--- config.mk ---
export PLATFORM = sky130hd
export DESIGN_NAME = matrix_adder_seq
export DESIGN_NICKNAME = d
export VERILOG_FILES = /design/src/rtl/matrix_pkg.sv /design/src/rtl/element_add.sv /design/src/rtl/matrix_adder_seq.sv
export SDC_FILE = /design/constraint.sdc
export NUM_CORES = 1
export LEC_CHECK = 0
export ABC_AREA = 1
export BUFFER_PORTS_ARGS = -buffer_cell sky130_fd_sc_hd__clkbuf_2
export CAP_MARGIN = 20
export CORE_ASPECT_RATIO = 1.1
export CORE_MARGIN = 5
export CORE_UTILIZATION = 55
export CTS_CLUSTER_SIZE = 30
export DETAILED_ROUTE_END_ITERATION = 8
export GPL_ROUTABILITY_DRIVEN = 0
export HOLD_SLACK_MARGIN = 0.05
export PLACE_DENSITY = 0.71
export RECOVER_POWER = 25
export SLEW_MARGIN = 20
export SYNTH_ARGS = -nofsm -noshare
export SYNTH_HDL_FRONTEND = slang
export SYNTH_SLANG_ARGS = --single-unit
--- constraint.sdc ---
create_clock -name clk -period 5.99 [get_ports clk]
set_clock_uncertainty 0.15 [all_clocks]
set_input_delay 0.8985 -clock clk [delete_from_list [all_inputs] [get_ports clk]]
set_output_delay 0.8985 -clock clk [all_outputs]
set_load 0.01 [all_outputs]
--- src/rtl/matrix_pkg.sv ---
// Shared constants and types for the element-serial 3x3 matrix arithmetic blocks.
// SATURATE_EN (in element_add) selects clamping instead of wrap on signed overflow.
package matrix_pkg;

  localparam int unsigned W  = 16;
  localparam int unsigned N  = 9;
  localparam int unsigned IW = $clog2(N);

  localparam logic [W-1:0] SAT_MAX = {1'b0, {(W-1){1'b1}}};
  localparam logic [W-1:0] SAT_MIN = {1'b1, {(W-1){1'b0}}};

  typedef enum logic {
    LOAD,
    DRAIN
  } state_e;

endpackage

--- src/rtl/element_add.sv ---
// W-bit two's-complement adder with signed-overflow flag.
// With SATURATE_EN defined the sum clamps to SAT_MAX/SAT_MIN on overflow; otherwise it wraps.
module element_add
  import matrix_pkg::*;
(
  input  logic [W-1:0] a,
  input  logic [W-1:0] b,
  output logic [W-1:0] sum,
  output logic         ovf
);

  logic [W-1:0] raw;

  assign raw = a + b;
  assign ovf = (a[W-1] == b[W-1]) && (raw[W-1] != a[W-1]);

`ifdef SATURATE_EN
  // Overflow direction follows the common operand sign.
  assign sum = ovf ? (a[W-1] ? SAT_MIN : SAT_MAX) : raw;
`else
  assign sum = raw;
`endif

endmodule

--- src/rtl/matrix_adder_seq.sv ---
// Sequential 3x3 element-wise adder: loads N element pairs, buffers the sums, then streams them.
// Overflow behaviour is selected by SATURATE_EN inside element_add.
module matrix_adder_seq
  import matrix_pkg::*;
(
  input  logic          clk,
  input  logic          rst_n,
  input  logic          in_valid,
  output logic          in_ready,
  input  logic [W-1:0]  in_a,
  input  logic [W-1:0]  in_b,
  output logic          out_valid,
  input  logic          out_ready,
  output logic [W-1:0]  out_data,
  output logic [IW-1:0] out_idx,
  output logic          out_last,
  output logic          ovf
);

  state_e        state_q, state_d;
  logic [IW-1:0] in_cnt_q, in_cnt_d;
  logic [IW-1:0] out_cnt_q, out_cnt_d;
  logic          ovf_q, ovf_d;
  logic [W-1:0]  mem_q [N];

  logic [W-1:0]  sum;
  logic          sum_ovf;
  logic          in_acc;
  logic          out_xfer;

  element_add u_add (
    .a   (in_a),
    .b   (in_b),
    .sum (sum),
    .ovf (sum_ovf)
  );

  assign in_ready  = (state_q == LOAD);
  assign out_valid = (state_q == DRAIN);
  assign in_acc    = in_valid & in_ready;
  assign out_xfer  = out_valid & out_ready;

  always_comb begin
    state_d   = state_q;
    in_cnt_d  = in_cnt_q;
    out_cnt_d = out_cnt_q;
    ovf_d     = ovf_q;
    unique case (state_q)
      LOAD: begin
        if (in_acc) begin
          ovf_d = ovf_q | sum_ovf;
          if (in_cnt_q == IW'(N - 1)) begin
            in_cnt_d = '0;
            state_d  = DRAIN;
          end else begin
            in_cnt_d = in_cnt_q + IW'(1);
          end
        end
      end
      DRAIN: begin
        if (out_xfer) begin
          if (out_cnt_q == IW'(N - 1)) begin
            out_cnt_d = '0;
            ovf_d     = 1'b0;
            state_d   = LOAD;
          end else begin
            out_cnt_d = out_cnt_q + IW'(1);
          end
        end
      end
      default: state_d = LOAD;
    endcase
  end

  always_ff @(posedge clk or negedge rst_n) begin
    if (!rst_n) begin
      state_q   <= LOAD;
      in_cnt_q  <= '0;
      out_cnt_q <= '0;
      ovf_q     <= 1'b0;
    end else begin
      state_q   <= state_d;
      in_cnt_q  <= in_cnt_d;
      out_cnt_q <= out_cnt_d;
      ovf_q     <= ovf_d;
    end
  end

  // Buffer contents are don't-care after reset, so no reset term here.
  always_ff @(posedge clk) begin
    if (in_acc) begin
      mem_q[in_cnt_q] <= sum;
    end
  end

  assign out_data = out_valid ? mem_q[out_cnt_q] : '0;
  assign out_idx  = out_cnt_q;
  assign out_last = out_valid && (out_cnt_q == IW'(N - 1));
  assign ovf      = ovf_q;

endmodule
# --- Word level (Yosys, flattened, before mapping) ---
# Memories as Yosys holds them, arrays and structs flattened.
# Cells that the tools add are included.
totals:
  register_bits: 10
  ram_bits: 144
  input_bits: 36
  elab_cells: 38
  mem_count: 1
op_classes:
  add_sub_neg: 3
  n_eq_ne: 7
  mux: 14
  bitwise: 4
  reduce_logical: 5
memory_table:
  columns: ["memory", "depth", "word_bits", "rd", "rd_ports_with_merged_regs", "wr", "line", "rtl"]
  rows:
  - ["mem_q", 9, 16, 1, 0, 1, "matrix_adder_seq.sv:24", "logic [W-1:0] mem_q [N];"]
ops:
  columns: ["operator", "n"]
  rows:
  - ["$add 16x16->16", 1]
  - ["$mux 16", 1]
  - ["$mux 1", 9]
  - ["$add 4x1->4 const B", 2]
  - ["$eq 4x4->1 const B", 2]
  - ["$mux 4", 2]
  - ["$ne 2x1->1 const B", 3]
  - ["$pmux 1 s2", 2]
  - ["$reduce_and 2->1", 2]
  - ["$reduce_and 3->1", 1]
  - ["$and 1x1->1", 2]
  - ["$logic_and 1x1->1", 2]
  - ["$eq 1x1->1", 1]
  - ["$ne 1x1->1", 1]
  - ["$not 1->1", 1]
  - ["$or 1x1->1", 1]

# --- Depth between registers and ports, before layout ---
# Gate-level depths: netlist (run 1).
depth:
  ltp_word: 6
  mapped_depth: 10

# --- Modules after synthesis ---
# From an unflattened synthesis (run 1), not the netlist that was laid out.
hier_totals:
  hier_cells: 736
  hier_area_um2: 7330.8
by_module_without_submodules:
  columns: ["mod", "instances", "cells_per_inst", "area_per_inst_um2", "seq_area_each_um2"]
  rows:
  - ["matrix_adder_seq", 1, 554, 6382.4, 4574.4]
  - ["element_add", 1, 182, 948.4, 0.0]

# --- Worst setup path before layout (run 1) ---
# Ideal clock, no wire load.
synth_timing:
  kind: "input port to flip-flop"
  startpoint: "input in_valid"
  endpoint: "memory mem_q[0][0] (enable)"
  arrival_ns: 2.293
  setup_slack_ns: 3.138
  cell_stages: 3
  path_buffers: 1
  path_cell_list: "nand2_1 buf_2 nor3_1"
synth_between:
  elab_chain_cells: 3
synth_lines:
  columns: ["item", "line", "rtl"]
  rows:
  - ["start, declared", "matrix_adder_seq.sv:8", "input logic in_valid,"]
  - ["$and 1x1->1", "matrix_adder_seq.sv:40", "assign in_acc = in_valid & in_ready;"]
  - ["$mux 1", "matrix_adder_seq.sv:91", "if (in_acc) begin"]
  - ["$mux 1 (not written as such)", "matrix_adder_seq.sv:92", "mem_q[in_cnt_q] <= sum;"]
  - ["end, declared", "matrix_adder_seq.sv:24", null]
# No other way between the ends.

# --- Worst setup path after layout (run 1) ---
layout_timing:
  startpoint: "register out_cnt_q[1] (netlist: out_idx[1])"
  endpoint: "output out_data[15]"
layout_between:
  elab_chain_cells: 2
layout_lines:
  columns: ["item", "line", "rtl"]
  rows:
  - ["start, declared", "matrix_adder_seq.sv:22", "logic [IW-1:0] out_cnt_q, out_cnt_d;"]
  - ["start signal, assigned", "matrix_adder_seq.sv:84", "out_cnt_q <= out_cnt_d;"]
  - ["$mem_v2 9x16", null, null]
  - ["$mux 16", "matrix_adder_seq.sv:96", "assign out_data = out_valid ? mem_q[out_cnt_q] : '0;"]
  - ["end, declared", "matrix_adder_seq.sv:14", "output logic [W-1:0] out_data,"]
# No other way between the ends.

==> flow_summary_export.csv, run 1 <==
group,metric,value,unit
pwr,p_leak,0.00314,uW
synthesis,avgSynthCellArea,11.2,um^2
synthesis,synth_edf_count,144,
clocking,ctsHoldBuffers,0,
timing,rsz0062_at_grt,"false",
clocking,clock_latency,410,ps
hold_path,hp-class,"in -> async",
clocking,clockBufferDepth,2,
finish,antenna_cells,0,
status,outcome,"finished, violations left",
timing,tns,0,ps
drt,vias,4978,
finish,nFillCells,960,
pwr,p_per_area,472,mW/mm^2
die,start_util,55.9,%
status,failed_checks,"capacitance limit, slew limit",
die,row_count,43,
global_route,grt_max_degree,73,
place,dpl.hpwl,9.48,mm
drt,wl_per_cell,19.0,um
clocking,cts.reportedPaths.clkPinSlew,60,ps
global_route,grt_overflow,0,
synthesis,yosysTopAreaCell,"edfxtp_1",
die,core_region_area,0.0125,mm^2
worst_setup_path,required,4940,ps
synthesis,ys_ff_latch,154,
clocking,htreeDepth,4,
finish,finish.utilization,64.2,%
worst_setup_path,cp.arrival,3530,ps
synthesis,synth_nets,681,
drt,viasPerCell,5.86,
finish,syn_to_final_growth,15.0,%
synthesis,yosys-top-cells-area,"edfxtp_1 (62%), nand2_1 (5.3%), nand3_1 (4.1%)",
worst_setup_path,critical_path_class,"reg -> out",
global_route,grt_first_pass_wirelength,25.5,mm
pwr,power.internal,2430,uW
drt,drtAntennaViolNets,0,
timing,finalHoldViolations,0,
synthesis,yosys.area.top_type_share,61.7,%
die,die_w,118,um
clocking,cts_tree,"built",
clocking,post_cts_buffers,0,
timing,fin_crit_sh,76.5,%
pwr,ir_drop,0.230,mV
place,numPortBuffers,59,
pwr,p_sw_share,36.2,%
finish,mostFrequentLayoutCell,"edfxtp_1",
die,fp.dieH,128,um
pwr,combPwrFrac,33.4,%
synthesis,syn_inst,623,
timing,relSlewSlack,-3.96,%
pwr,switchingPower,1380,uW
finish,layout-drive-gt1-share,14.7,%
global_route,grt_pass1_vias,4988,
drt,finalWirelength,16.1,mm
worst_setup_path,worstSetupStartpointType,"flip-flop",
place,dp_worst_setup_slack,2390,ps
pwr,power.clock.fraction,29.4,%
global_route,grt_usage,21.9,%
die,io-pin-count,60,
worst_setup_path,cp_max_fo,29,
clocking,cts-buffers-inserted,17,
clocking,cts-root-buf,"clkbuf_16",
timing,max_freq,0.218,GHz
synthesis,synth_flop_cell,"edfxtp_1",
synthesis,synth-seq-area-share,65.3,%
finish,fin_nets,738,
synthesis,yosysWarnings,0,
synthesis,synth.distinct_cells,35,
timing,hold_slack,292,ps
timing,slew_viol_final,30,
worst_setup_path,worstRegToRegCells,6,
timing,finalSetupViolCount,0,
pwr,seq_power_share,37.2,%
flow_run,maxCapViolCount,1,
pwr,total_power,3800,uW
global_route,antenna_found_initial,0,
drt,drc_errors,0,
timing,tightest_slew,1560,ps
finish,final_cell_mix,"edfxtp_1 (144), nand2_1 (99), nand3_1 (58)",
clocking,post_cts_resized,0,
drt,drt_iter0_drc,367,
worst_setup_path,crit_path_end_kind,"primary output",
die,dieArea,0.0151,mm^2
synthesis,synth_area,0.00700,mm^2
clocking,clock_sinks,154,
timing,period_minus_slack,4580,ps
drt,first_pass_iters,5,
timing,setup_ws,1410,ps
synthesis,async_flop_share,6.49,%
[synth_stat cells (all sizes together) (2+ instances only)]
library cell,count
inv,50
o211ai,16
or2,3
nor4,2
nor3,10
o22ai,22
nand2,99
ha,21
xnor2,6
dfrtp,10
edfxtp,144
buf,25
nor2,57
o21bai,2
a21oi,22
nand3,58
xor2,9
clkbuf,6
o21ai,54
[critical path, cell delays in order, from the launching register on]
cell and delay [ps]:
dfrtp_1 320, clkbuf_1 1120, inv_2 680, o21ai_0 300, o22ai_1 130, nand2_1 80
nand3_1 90, o211ai_1 120, inv_1 100, clkbuf_2 140
[sequential cells by signal, indices dropped and copies added (netlist names)]
name       flops
out_idx        4
mem_q        144
in_cnt_q       4
ovf            1
out_valid      1
[logic make-up after synthesis]
logic type               Yosys count  synth area share, %
AND/OR/NAND/NOR                  232                 14.2
buffers and inverters             81                 4.98
AO/OA/AOI/OAI                    119                 9.63
XOR/XNOR                          15                 1.88
flip-flops                       154                 65.3
adder cells (fa/ha/maj)           22                 4.04
[worst paths after layout]
path	start	endpoint	slack (ps)
min reg2reg	ovf$_DFFE_PN0P_	ovf$_DFFE_PN0P_	380
max reg2reg	out_idx[1]$_DFFE_PN0P_	out_valid$_DFF_PN0_	2780
min	rst_n	out_idx[3]$_DFFE_PN0P_	290
min in group clk	ovf$_DFFE_PN0P_	ovf$_DFFE_PN0P_	380
max in group asynchronous	rst_n	out_idx[0]$_DFFE_PN0P_	4990
max	out_idx[1]$_DFFE_PN0P_	out_data[15]	1410
[area by class of cell]
class / instances / area [um^2] / area share, %
Multi-Input combinational cell: 388 / 2110 / 26.2
Clock inverter: 14 / 195 / 2.42
Sequential cell: 154 / 4580 / 56.8
Inverter: 50 / 189 / 2.35
Clock buffer: 18 / 429 / 5.33
Timing Repair Buffer: 69 / 359 / 4.46
Tap cell: 157 / 196 / 2.44
[power by group through the flow]
stage	registers (uW)	logic, uW	clock network [uW]
after floorplan	1390	905	0
after global placement	1430	1210	0
after detailed placement	1430	1260	0
after CTS	1410	1270	1120
after global routing	1420	1420	1170
final	1420	1270	1120
[stage by stage]
step | cells | area [um^2]
after floorplan | 623 | 7000
after global placement | 817 | 7440
after detailed placement | 817 | 7440
after CTS | 849 | 8070
after global routing | 850 | 8050
final | 850 | 8050
[layer usage]
metal / vias to the layer above / global-route usage (%) / routed length [um]
met3: 44 / 4.66 / 1360
met5: - / 0 / 0
met1: 2377 / 26.6 / 6140
li1: 2319 / - / -
met4: 0 / 9.72 / 481
met2: 238 / 38.1 / 8160
Note: power is estimated with default switching activity, not from simulation.
==> run 2, diff against run 1 <==
ABC_AREA = 0   (was 1)
CORE_UTILIZATION = 54   (was 55)
PLACE_DENSITY = 0.73   (was 0.71)
clock period = 3.8 ns   (was 5.99 ns; I/O delays follow)
==> run 2 against run 1 <==
The flow now finishes without violations. Critical path depth fell by 2. Highest routed layer unchanged. Cell count decreased by 21%. Sequential power up 63%. Non-clock buffer count grew 3. Final area decreased by 0.56%. Critical endpoint is now out_data[10]. Hold slack lost 0.76 ps. Sequential share of layout area up 0.34 points. First-iteration DRC count shrank 18%. Largest power group unchanged. Clock-buffer cell count is the same.
==> flow_summary_export.csv, run 2 <==
group,metric,value,unit
drt,drt_iter0_drc,302,
pwr,p_per_area,670,mW/mm^2
worst_setup_path,crit_path_end_kind,"primary output",
clocking,cts.reportedPaths.clkPinSlew,60,ps
synthesis,yosysTopAreaCell,"edfxtp_1",
finish,syn_to_final_growth,15.3,%
synthesis,yosysWarnings,0,
clocking,cts-root-buf,"clkbuf_16",
finish,antenna_cells,0,
clocking,post_cts_buffers,0,
global_route,grt_usage,19.3,%
pwr,ir_drop,0.478,mV
clocking,cts_tree,"built",
synthesis,synth_flop_cell,"edfxtp_1",
synthesis,yosysMostFrequentCell,"edfxtp_1",
worst_setup_path,rrSetupSlack,610,ps
worst_setup_path,worstSetupStartpointType,"flip-flop",
synthesis,syn_inst,428,
drt,vias,3885,
pwr,power.internal,3760,uW
hold_path,hold_path_depth,3,
global_route,antenna_found_initial,0,
clocking,clock_sinks,154,
timing,finalSetupViolCount,0,
drt,drc_errors,0,
worst_setup_path,crit_chain,"buf_12, mux4_2, mux2i_1, nor2_1, a21oi_1, nor2_1, clkbuf_2",
pwr,seq_power_share,43.2,%
place,numPortBuffers,59,
timing,setup_ws,526,ps
finish,largest_register_ffs,144,
die,row_count,43,
clocking,cts-buffers-inserted,17,
finish,mostFrequentLayoutCell,"edfxtp_1",
synthesis,yosys.area.top_type_share,62.3,%
die,start_util,55.1,%
hold_path,hp-start,"out_ready",
synthesis,async_flop_share,6.49,%
finish,final_cell_mix,"edfxtp_1 (144), clkbuf_2 (53), nor2_1 (43)",
drt,wl_per_cell,20.4,um
worst_setup_path,reg2reg_to,"mem_q[7][6]$_DFFE_PP_",
hold_path,hp-class,"in -> reg",
timing,period_minus_slack,3270,ps
place,dpl.hpwl,8.58,mm
pwr,p_sw_share,29.9,%
worst_setup_path,critical_path_class,"reg -> out",
timing,tightest_slew,1060,ps
finish,finish.utilization,63.6,%
timing,max_freq,0.305,GHz
worst_setup_path,cp.arrival,2550,ps
synthesis,synth_edf_count,144,
global_route,grt_overflow,0,
flow_run,maxCapViolCount,0,
worst_setup_path,r2r-start,"out_valid$_DFF_PN0_",
finish,regMostFlops,"mem_q",
finish,fin_nets,560,
synthesis,synth.distinct_cells,51,
synthesis,ys_ff_latch,154,
worst_setup_path,cp_max_fo,24,
worst_setup_path,crit_path_top_delay_cell,"dfrtp_2",
clocking,clockBufferDepth,2,
finish,nFillCells,925,
pwr,power.clock.fraction,30.2,%
place,dp_worst_setup_slack,675,ps
die,core_region_area,0.0126,mm^2
die,io-pin-count,60,
die,fp.dieH,129,um
timing,finalHoldViolations,0,
drt,first_pass_iters,4,
synthesis,avgSynthCellArea,16.2,um^2
drt,drtAntennaViolNets,0,
drt,viasPerCell,5.78,
drt,finalWirelength,13.7,mm
global_route,grt_first_pass_wirelength,22.3,mm
timing,fin_crit_sh,86.1,%
pwr,switchingPower,1600,uW
synthesis,synth_nets,486,
worst_setup_path,critPathTopFamily,"multiplexers",
die,dieArea,0.0152,mm^2
synthesis,synth_area,0.00694,mm^2
timing,slew_viol_final,0,
timing,tns,0,ps
hold_path,hold_end,"out_valid$_DFF_PN0_",
global_route,grt_pass1_vias,4088,
worst_setup_path,worstRegToRegCells,5,
status,outcome,"finished, final reports clean",
synthesis,yosys-top-cells-area,"edfxtp_1 (62%), mux4_2 (9.1%), ha_1 (3.8%)",
timing,relSlewSlack,29.3,%
pwr,combPwrFrac,26.6,%
worst_setup_path,path_buf_inv,2,
worst_setup_path,required,3080,ps
pwr,p_leak,0.00289,uW
clocking,htreeDepth,4,
die,die_w,118,um
clocking,post_cts_resized,0,
worst_setup_path,cpPeakStageDelay,630,ps
timing,rsz0062_at_grt,"false",
finish,layout-drive-gt1-share,25.8,%
global_route,grt_max_degree,40,
worst_setup_path,crit_top_cell,"nor2_1",
synthesis,synth.top_cells.by_count,"edfxtp_1 (144), nor2_1 (43), a21oi_1 (28), mux4_2 (28), ha_1 (21)",
clocking,clock_latency,410,ps
synthesis,synth-seq-area-share,65.9,%
run 2: cell count changes after synthesis, sizes merged, moves of 13 or more:
cell,previous run,this run
nor2,57,43
o21ai,54,12
o211ai,16,3
nand2,99,19
mux4,0,32
o22ai,22,1
mux2i,0,17
nand3,58,5
inv,50,8
run 2: worst register-to-register path: stages (launching register included):
cell and delay (ps):
dfrtp_1 420, inv_1 510, nand2_1 470, nor3b_1 470, and2_1 540, buf_4 310
run 2: per-layer routing:
layer	share of wire (%)	vias up	global-route usage [%]
li1	-	1830	-
met1	41	1915	24.7
met2	51	130	33.7
met3	6.6	10	4.13
met4	0.94	0	5.53
met5	0	-	0
run 2: power by group through the flow:
stage | clock, uW | combinational, uW | sequential [uW]
2_1_floorplan | 0 | 1190 | 2230
3_3_place_gp | 0 | 1410 | 2350
3_5_place_dp | 0 | 1450 | 2360
4_1_cts | 1660 | 1460 | 2330
5_1_grt | 1730 | 1580 | 2350
6_report | 1620 | 1430 | 2320
run 2: worst max path at each step:
stage                                       from                     end  slack [ps]  cells after the start
after floorplan              out_valid$_DFF_PN0_   mem_q[3][0]$_DFFE_PP_         760                      4
after CTS                 out_idx[0]$_DFFE_PN0P_            out_data[12]         470                      7
final                     out_idx[0]$_DFFE_PN0P_            out_data[10]         530                      7
after detailed placement                 in_a[0]  mem_q[2][12]$_DFFE_PP_         680                      8
after global routing      out_idx[0]$_DFFE_PN0P_            out_data[12]         330                      7
after global placement                   in_a[0]  mem_q[8][12]$_DFFE_PP_         790                      8
run 2: final cells by class:
class	instances	area, um^2	area share [%]
clock buffer	18	429	5.36
tap	157	196	2.45
inverter	8	30.0	0.375
clock inverter	14	150	1.88
sequential	154	4580	57.2
timing repair buffer	72	400	5.00
multi-input combinational	249	2220	27.8
run 2: timing repair:
item,CTS,global route
setup endpoints to repair,0,0
hold buffers,1,0
hold endpoints to repair,10,0
run 2: kinds of logic (layout without fill, tap and decap cells):
| logic type | count (synthesis) | in the layout | share of synthesized area [%] |
|---|---|---|---|
| flip-flops | 154 | 154 | 65.9 |
| AND/OR/NAND/NOR | 94 | 94 | 6.11 |
| AO/OA/AOI/OAI | 67 | 67 | 6.34 |
| multiplexers | 53 | 53 | 13.8 |
| buffers and inverters | 25 | 112 | 2.18 |
| adder cells (fa/ha/maj) | 22 | 22 | 4.07 |
| XOR/XNOR | 13 | 13 | 1.64 |
run 2: metrics by stage:
stage | instance area, um^2 | total power, uW | cells | hold WS (ps)
after floorplan | 6940 | 3420 | 428 | 124
after global placement | 7430 | 3760 | 639 | 298
after detailed placement | 7430 | 3810 | 639 | 308
after CTS | 8020 | 5440 | 672 | 280
after global routing | 8010 | 5660 | 672 | 300
final | 8010 | 5370 | 672 | 292
